==> config.mk <==
export PLATFORM = sky130hd
export DESIGN_NAME = payload_src
export DESIGN_NICKNAME = d
export VERILOG_FILES = /design/src/rtl/payload_package.sv /design/src/rtl/payload_src.sv
export SDC_FILE = /design/constraint.sdc
export NUM_CORES = 1
export LEC_CHECK = 0
export ABC_AREA = 1
export BUFFER_PORTS_ARGS = -buffer_cell sky130_fd_sc_hd__buf_2
export CORE_ASPECT_RATIO = 0.75
export CORE_UTILIZATION = 40
export DETAILED_ROUTE_END_ITERATION = 12
export RECOVER_POWER = 50
export SLEW_MARGIN = 5
export SYNTH_ARGS = -nofsm -noshare
export SYNTH_HDL_FRONTEND = slang
export SYNTH_SLANG_ARGS = --single-unit
==> constraint.sdc <==
create_clock -name clk -period 2.2 [get_ports clk]
set_input_delay 0.22 -clock clk [delete_from_list [all_inputs] [get_ports clk]]
set_output_delay 0.22 -clock clk [all_outputs]
set_load 0.05 [all_outputs]
==> src/rtl/payload_package.sv <==
// Shared payload definitions for the transaction source and the register-slice FIFO side.
package payload_package;

  localparam int PAYLOAD_ID_WIDTH   = 3;
  localparam int PAYLOAD_ADDR_WIDTH = 32;
  localparam int PAYLOAD_DATA_WIDTH = 32;

  typedef struct packed {
    logic [PAYLOAD_ID_WIDTH-1:0]   id;
    logic [PAYLOAD_ADDR_WIDTH-1:0] addr;
    logic [PAYLOAD_DATA_WIDTH-1:0] data;
  } payload_t;

  typedef enum logic [1:0] {
    ST_IDLE = 2'd0,
    ST_SEND = 2'd1,
    ST_DONE = 2'd2
  } src_state_t;

endpackage

==> src/rtl/payload_src.sv <==
// Burst initiator: emits len beats with incrementing ID/ADDR/DATA on a valid/ready channel.
// state | meaning
// IDLE  | waiting for start; inputs captured on start
// SEND  | beat on out_payload with dvalid=1, advancing on each accepted beat
// DONE  | single-cycle done pulse, beat_cnt holds the final count
module payload_src
  import payload_package::*;
#(
  parameter int ID_WIDTH    = PAYLOAD_ID_WIDTH,
  parameter int ADDR_WIDTH  = PAYLOAD_ADDR_WIDTH,
  parameter int DATA_WIDTH  = PAYLOAD_DATA_WIDTH,
  parameter int LEN_WIDTH   = 8,
  parameter int ADDR_STRIDE = 4
) (
  input  logic                  clk,
  input  logic                  rstn,
  input  logic                  start,
  input  logic [ADDR_WIDTH-1:0] base_addr,
  input  logic [LEN_WIDTH-1:0]  len,
  input  logic [ID_WIDTH-1:0]   start_id,
  input  logic [DATA_WIDTH-1:0] data_seed,
  output payload_t              out_payload,
  output logic                  dvalid,
  input  logic                  dready,
  output logic                  busy,
  output logic                  done,
  output logic [LEN_WIDTH-1:0]  beat_cnt
);

  src_state_t           state;
  logic [LEN_WIDTH-1:0] len_q;
  logic [LEN_WIDTH-1:0] last_idx;

  assign last_idx = len_q - LEN_WIDTH'(1);

  always_ff @(posedge clk or negedge rstn) begin
    if (!rstn) begin
      state       <= ST_IDLE;
      out_payload <= '0;
      dvalid      <= 1'b0;
      busy        <= 1'b0;
      done        <= 1'b0;
      beat_cnt    <= '0;
      len_q       <= '0;
    end else begin
      done <= 1'b0;
      unique case (state)
        ST_IDLE: begin
          if (start) begin
            len_q            <= len;
            beat_cnt         <= '0;
            busy             <= 1'b1;
            out_payload.id   <= start_id;
            out_payload.addr <= base_addr;
            out_payload.data <= data_seed;
            if (len != '0) begin
              state  <= ST_SEND;
              dvalid <= 1'b1;
            end else begin
              state <= ST_DONE;
              done  <= 1'b1;
            end
          end
        end
        ST_SEND: begin
          if (dready) begin
            beat_cnt <= beat_cnt + LEN_WIDTH'(1);
            // beat_cnt still holds the index of the beat being accepted
            if (beat_cnt == last_idx) begin
              dvalid <= 1'b0;
              done   <= 1'b1;
              state  <= ST_DONE;
            end else begin
              out_payload.id   <= out_payload.id + ID_WIDTH'(1);
              out_payload.addr <= out_payload.addr + ADDR_WIDTH'(ADDR_STRIDE);
              out_payload.data <= out_payload.data + DATA_WIDTH'(1);
            end
          end
        end
        ST_DONE: begin
          state <= ST_IDLE;
          busy  <= 1'b0;
        end
        default: state <= ST_IDLE;
      endcase
    end
  end

endmodule

* Yosys cells after proc, flatten, opt, wreduce, memory -nomap -nowiden
Cells that the tools add are included.
Storage, ports and cells: bits of input ports 79, logic and storage cells 56, register bits after elaboration 88
Operators by class: reduce and logical (&&, ||, !) cells 10, eq/ne operators 8, add/subtract/negate cells 5, muxes and demuxes 24
Operators with widths (number):
- 67-bit two-way mux | 3
- 67-bit one-hot mux with 2 select lines | 1
- 32-bit by 1-bit adder with 32-bit output, second input constant | 1
- 32-bit by 3-bit adder with 32-bit output, second input constant | 1
- 8-bit two-way mux | 2
- 8-bit one-hot mux with 2 select lines | 1
- 2-bit != test, second input constant | 5
- 1-bit two-way mux | 9
- 8-bit by 1-bit adder with 8-bit output, second input constant | 1
- 8-bit == test | 1
- 2-bit two-way mux | 4
- 8-bit nonzero test | 1
- 8-bit by 1-bit subtractor with 8-bit output, second input constant | 1
- 1-bit one-hot mux with 2 select lines | 3
- 3-bit AND reduction | 2
- 5-bit AND reduction | 1
- 2-bit one-hot mux with 2 select lines | 1
- 2-bit AND reduction | 2
- 4-bit AND reduction | 1
- 2-bit nonzero test | 2
- 3-bit by 1-bit adder with 3-bit output, second input constant | 1
- 2-bit by 1-bit == test with 1-bit output, second input constant | 1
- 2-bit == test, second input constant | 1
- 2-bit logical NOT | 1

* Longest topological paths before layout
depth after elaboration 5, mapped depth 15, depth with buffers taken out 13

* Worst setup path before layout
OpenSTA, ideal clock, no wires.
path kind reg2reg, start point register out_payload[34] in the netlist's numbering, end point register out_payload[60] in the netlist's numbering, required time 2081 ps, arrival 2046 ps, period minus slack after synthesis 2164 ps, path slack 36 ps, stages on the path, launching flop included 13, path through dfrtp_1 > ha_1 > nand2_1 > nor2_1 > nand2_1 > nor2_1 > nand2_1 > nand2_1 > nand2_1 > nand2_1 > nand2_1 > nand3_1 > nand2_1
On the way: word-level cells in the longest chain between the ends 4
Ends and longest elaborated chain:
- start, declared | RTL line payload_src.sv:22 | output payload_t out_payload,
- 32-bit by 3-bit adder with 32-bit output | RTL line payload_src.sv:75 | out_payload.addr <= out_payload.addr + ADDR_WIDTH'(ADDR_STRIDE);
- 67-bit two-way mux | RTL line payload_src.sv:69 | if (beat_cnt == last_idx) begin
- 67-bit two-way mux | RTL line payload_src.sv:66 | if (dready) begin
- 67-bit one-hot mux with 2 select lines | RTL line payload_src.sv:47 | unique case (state)
No other way between the ends. The select of a mux whose other input is x is not followed. A chain may end at the register's enable or synchronous reset.

* Worst setup path in the final report
start point register len_q[0], end point register out_payload[10] in the netlist's numbering
On the way: word-level cells in the longest chain between the ends 4
Ends and longest elaborated chain:
- start, declared | RTL line payload_src.sv:31 | logic [LEN_WIDTH-1:0] len_q;
- start signal, assigned | RTL line payload_src.sv:50 | len_q <= len;
- 8-bit by 1-bit subtractor with 8-bit output | RTL line payload_src.sv:34 | assign last_idx = len_q - LEN_WIDTH'(1);
- 8-bit == test | RTL line payload_src.sv:69
- 2-bit != test (no line)
- 4-bit AND reduction (no line)
No other way between the ends.

==> key figures <==
Clock tree
  • Buffer levels on the longest clock path: 2
  • Depth of the CTS H-tree: 3
  • Sinks on the clock net: around 90
  • CTS clk-pin slew, worst paths: 0.07 ns
  • Cell at the root of the clock tree: sky130_fd_sc_hd__clkbuf_16
  • Source-to-sink clock delay at the later pin of the worst-skew pair: about 0.35 ns
  • CTS tree: done
  • Number of buffers created by CTS: 9

STA
  • Hold violation count in the final report: 0
  • Count of final setup violators: 0
  • Shortest clock period the worst path allows after layout: roughly 2.0 ns
  • Final period util: about 92%
  • Slew Limit Headroom: between 30% and 40%
  • RSZ-0062 raised after global routing: true
  • Min Hold Slack: about 0.06 ns
  • Transition at the pin with the smallest max-transition slack: about 0.94 ns
  • Worst clock skew: approximately 0.0070 ns
  • Pins over their slew limit: 0
  • Top achievable clock speed: 494 MHz
  • Final total negative setup slack: 0 ns

Die
  • Die footprint: approximately 17000 sq um
  • I/O pin count: between 150 and 200
  • Die height: approximately 110 um
  • Placeable core area: 16000 sq um
  • Initial core utilization: between 40% and 50%
  • Die width: 150 um
  • Placement row count: 40

Run status
  • Status: finished, final reports clean

Pwr
  • Switching fraction of total power: 52.0%
  • Portion of total power attributed to sequential cells: a little under a third
  • Leakage power figure: about 4.2 nW
  • Pwr per Cell Area: 1240 nW/um^2
  • Switching power summed over all nets: ~5.2 mW
  • Internal power consumption: ~4.8 mW
  • Portion of total power attributed to combinational logic: around half
  • Clk pwr share: between 15 and 20%
  • Worst IR Drop VDD: between 0.7 and 0.8 mV

GRT
  • GR Util All Layers: roughly a quarter
  • Largest net degree at the start of global routing: 58
  • Wire length of the first global-routing pass: ~33000 um
  • Antenna violations before repair: 0
  • Overflow left after global routing: 0
  • Vias in the first global route: between 6000 and 7000

Yosys
  • Number of cells produced by synthesis: around 1000
  • Number of distinct library cell variants in the gate-level netlist after synthesis: 31
  • Synthesized area: 6550 sq um
  • Mean area per synthesized cell: 6.27 sq um
  • Synthesis-stage register bit count: just under 90
  • Portion of the post-synthesis area used by sequential elements: about 34%
  • Post-synth net total: between 1000 and 1500
  • Synth warn: 0

Job
  • Number of violations of the max-capacitance limit: 0

Finish
  • Number of antenna cells inserted: 0
  • Layout cells sized above 1: approximately a fifth
  • P&R area growth vs syn: 22.9%
  • Number of nets in the layout: between 1000 and 1500
  • Post-layout instance area: between 8000 and 9000 sq um

Routing
  • DRC violations left: 0
  • Post-detailed-routing wire length: about 21000 um
  • Average wire length per cell after detail routing: between 10 and 15 um
  • Post-DRT Antenna Nets: 0
  • First-pass iteration count of the detailed router: 6
  • Vias per cell: roughly 5
  • Total vias in the final route: roughly 7100
  • Count of routing violations after the opening detailed-route iteration: 430

Worst setup path
  • CP arrival: between 2 and 2.5 ns
  • Launch point of the critical path: len_q[0]
  • Required time at the endpoint of the critical path: ~2.5 ns
  • Path depth of the worst reg2reg path: 12
  • Worst Path Max Fanout: 8
  • CP Class: register to register
  • Slowest-stage cell, CP: sky130_fd_sc_hd__dfrtp_1
  • Startpoint Class: register
  • Dominant cell type by count on the critical path: sky130_fd_sc_hd__nand2_1
  • Nature of the critical path endpoint: register
  • CP peak stage delay: about 0.39 ns
  • Number of buffer and inverter instances along the worst setup path: 2
  • R2R Path Start: len_q[0]
  • Stages on the worst setup path: 12
  • Family with the most delay on the worst path: simple AND/OR/NAND/NOR gates
  • Cells along the critical path: inv_1, ha_2, xor2_1, nand2_1, nor2_1, nand3_1, nor2_4, nand2_4, nand2_8, buf_6, nand2_1, nand2_1

Place
  • Placed cell areas: between 7000 and 8000 sq um
  • IO buf count: about 160
  • Final HPWL DP: 14700 um
  • Final Wtd Congestion: 0.909

Hold path
  • Hold Path Depth: 3
  • Hold Startpoint: base_addr[1]
  • Path type of the worst min-delay path: primary input to register
cells in the final DEF (no fill, tap or decap), drive strengths merged, types with 2 or more instances in the layout:
| cell type | netlist | final |
|---|---|---|
| a21oi | 9 | 9 |
| a31oi | 2 | 2 |
| buf | 24 | 161 |
| bufinv | 0 | 3 |
| clkbuf | 14 | 33 |
| clkinv | 1 | 2 |
| clkinvlp | 0 | 2 |
| dfrtp | 88 | 88 |
| ha | 5 | 5 |
| inv | 50 | 51 |
| nand2 | 533 | 533 |
| nand3 | 104 | 104 |
| nand3b | 24 | 24 |
| nand4 | 5 | 5 |
| nor2 | 118 | 118 |
| nor3 | 5 | 5 |
| o21ai | 27 | 27 |
| or2 | 8 | 8 |
| xnor2 | 6 | 6 |
| xor2 | 16 | 16 |
logic make-up after synthesis:
family,Yosys count,synth area share [%]
buffers and inverters,89,6.92
XOR/XNOR,22,2.94
flip-flops,88,33.6
AO/OA/AOI/OAI,41,3.29
AND/OR/NAND/NOR,799,52.2
adder cells (fa/ha/maj),5,0.956
worst register-to-register path, cell delays in order, from the launching register on:
cell                      delay (ns)
sky130_fd_sc_hd__dfrtp_1        0.39
sky130_fd_sc_hd__inv_1          0.10
sky130_fd_sc_hd__ha_2           0.28
sky130_fd_sc_hd__xor2_1         0.12
sky130_fd_sc_hd__nand2_1        0.06
sky130_fd_sc_hd__nor2_1         0.09
sky130_fd_sc_hd__nand3_1        0.13
sky130_fd_sc_hd__nor2_4         0.17
sky130_fd_sc_hd__nand2_4        0.13
sky130_fd_sc_hd__nand2_8        0.17
sky130_fd_sc_hd__buf_6          0.21
sky130_fd_sc_hd__nand2_1        0.07
sky130_fd_sc_hd__nand2_1        0.05
sequential cells by signal (all words and copies together) (netlist names):
register and flops:
state 2, beat_cnt 8, out_payload 67, busy 1, dvalid 1, len_q 8, done 1
cells in the mapped netlist, drive strengths merged:
cell type | number | area share, %
dfrtp | 88 | 34
o21bai | 1 | 0.11
nand3 | 104 | 8.0
clkbuf | 14 | 0.80
nand2 | 533 | 33
or2 | 8 | 0.76
buf | 24 | 3.2
nor2 | 118 | 7.0
o211ai | 1 | 0.11
nand4 | 5 | 0.48
a31oi | 2 | 0.19
o31ai | 1 | 0.11
nor4 | 1 | 0.096
o21ai | 27 | 2.1
xor2 | 16 | 2.1
clkinv | 1 | 0.057
nand3b | 24 | 2.8
nor3 | 5 | 0.38
a21oi | 9 | 0.69
nor3b | 1 | 0.11
ha | 5 | 0.96
inv | 50 | 2.9
xnor2 | 6 | 0.80
cell type report:
class                      instances  area [sq um]
sequential                        88          2200
clock buffer                       9           225
clock inverter                     7           119
timing repair buffer             186          1120
multi-input combinational        867          3920
fill                            1674          7970
inverter                          51           191
tap                              210           263
per-layer routing:
metal  track usage, %  part of all wire, %  vias to the layer above
met3             5.24                  7.9                       23
li1                 -                    -                     3601
met5                0                    0                        -
met1             37.5                   51                     3188
met4             4.98                  1.1                        0
met2             35.2                   40                      250
path summary, 6_finish.rpt:
path / to / slack [ns]
setup / recovery: out_payload[10] / 0.17
hold / removal: out_payload[33] / 0.06
setup reg to reg: out_payload[10] / 0.17
hold reg to reg: out_payload[33] / 0.48
max in group asynchronous: out_payload[57] / 0.46
min in group asynchronous: out_payload[12] / 0.54
timing repair:
item | 4_1_cts | 5_1_grt
hold buffers | 1 | 0
buffers inserted | 0 | 3
endpoints found under the hold margin | 32 | 0
gates resized for setup | 0 | 7
setup endpoints to repair | 0 | 44
power groups by stage:
stage	Clock [mW]	Sequential (mW)	Combinational, mW
finish	1.81	3.14	5.03
global route	1.92	3.25	5.52
CTS	1.87	3.13	4.97
detailed placement	0	3.15	4.96
global placement	0	3.14	4.91
floorplan	0	4.72	2.08
through the flow:
step | cells | worst slack [ns] | power (mW) | utilization, %
after detailed placement | 1393 | 0.0983 | 8.11 | 47.3
after global placement | 1393 | 0.151 | 8.05 | 47.3
after CTS | 1410 | 0.0691 | 9.97 | 49.5
final | 1418 | 0.174 | 9.98 | 50.2
after global routing | 1418 | -0.0109 | 10.7 | 50.2
after floorplan | 1044 | 0.0355 | 6.80 | -
(Power assumes the default switching activity.)
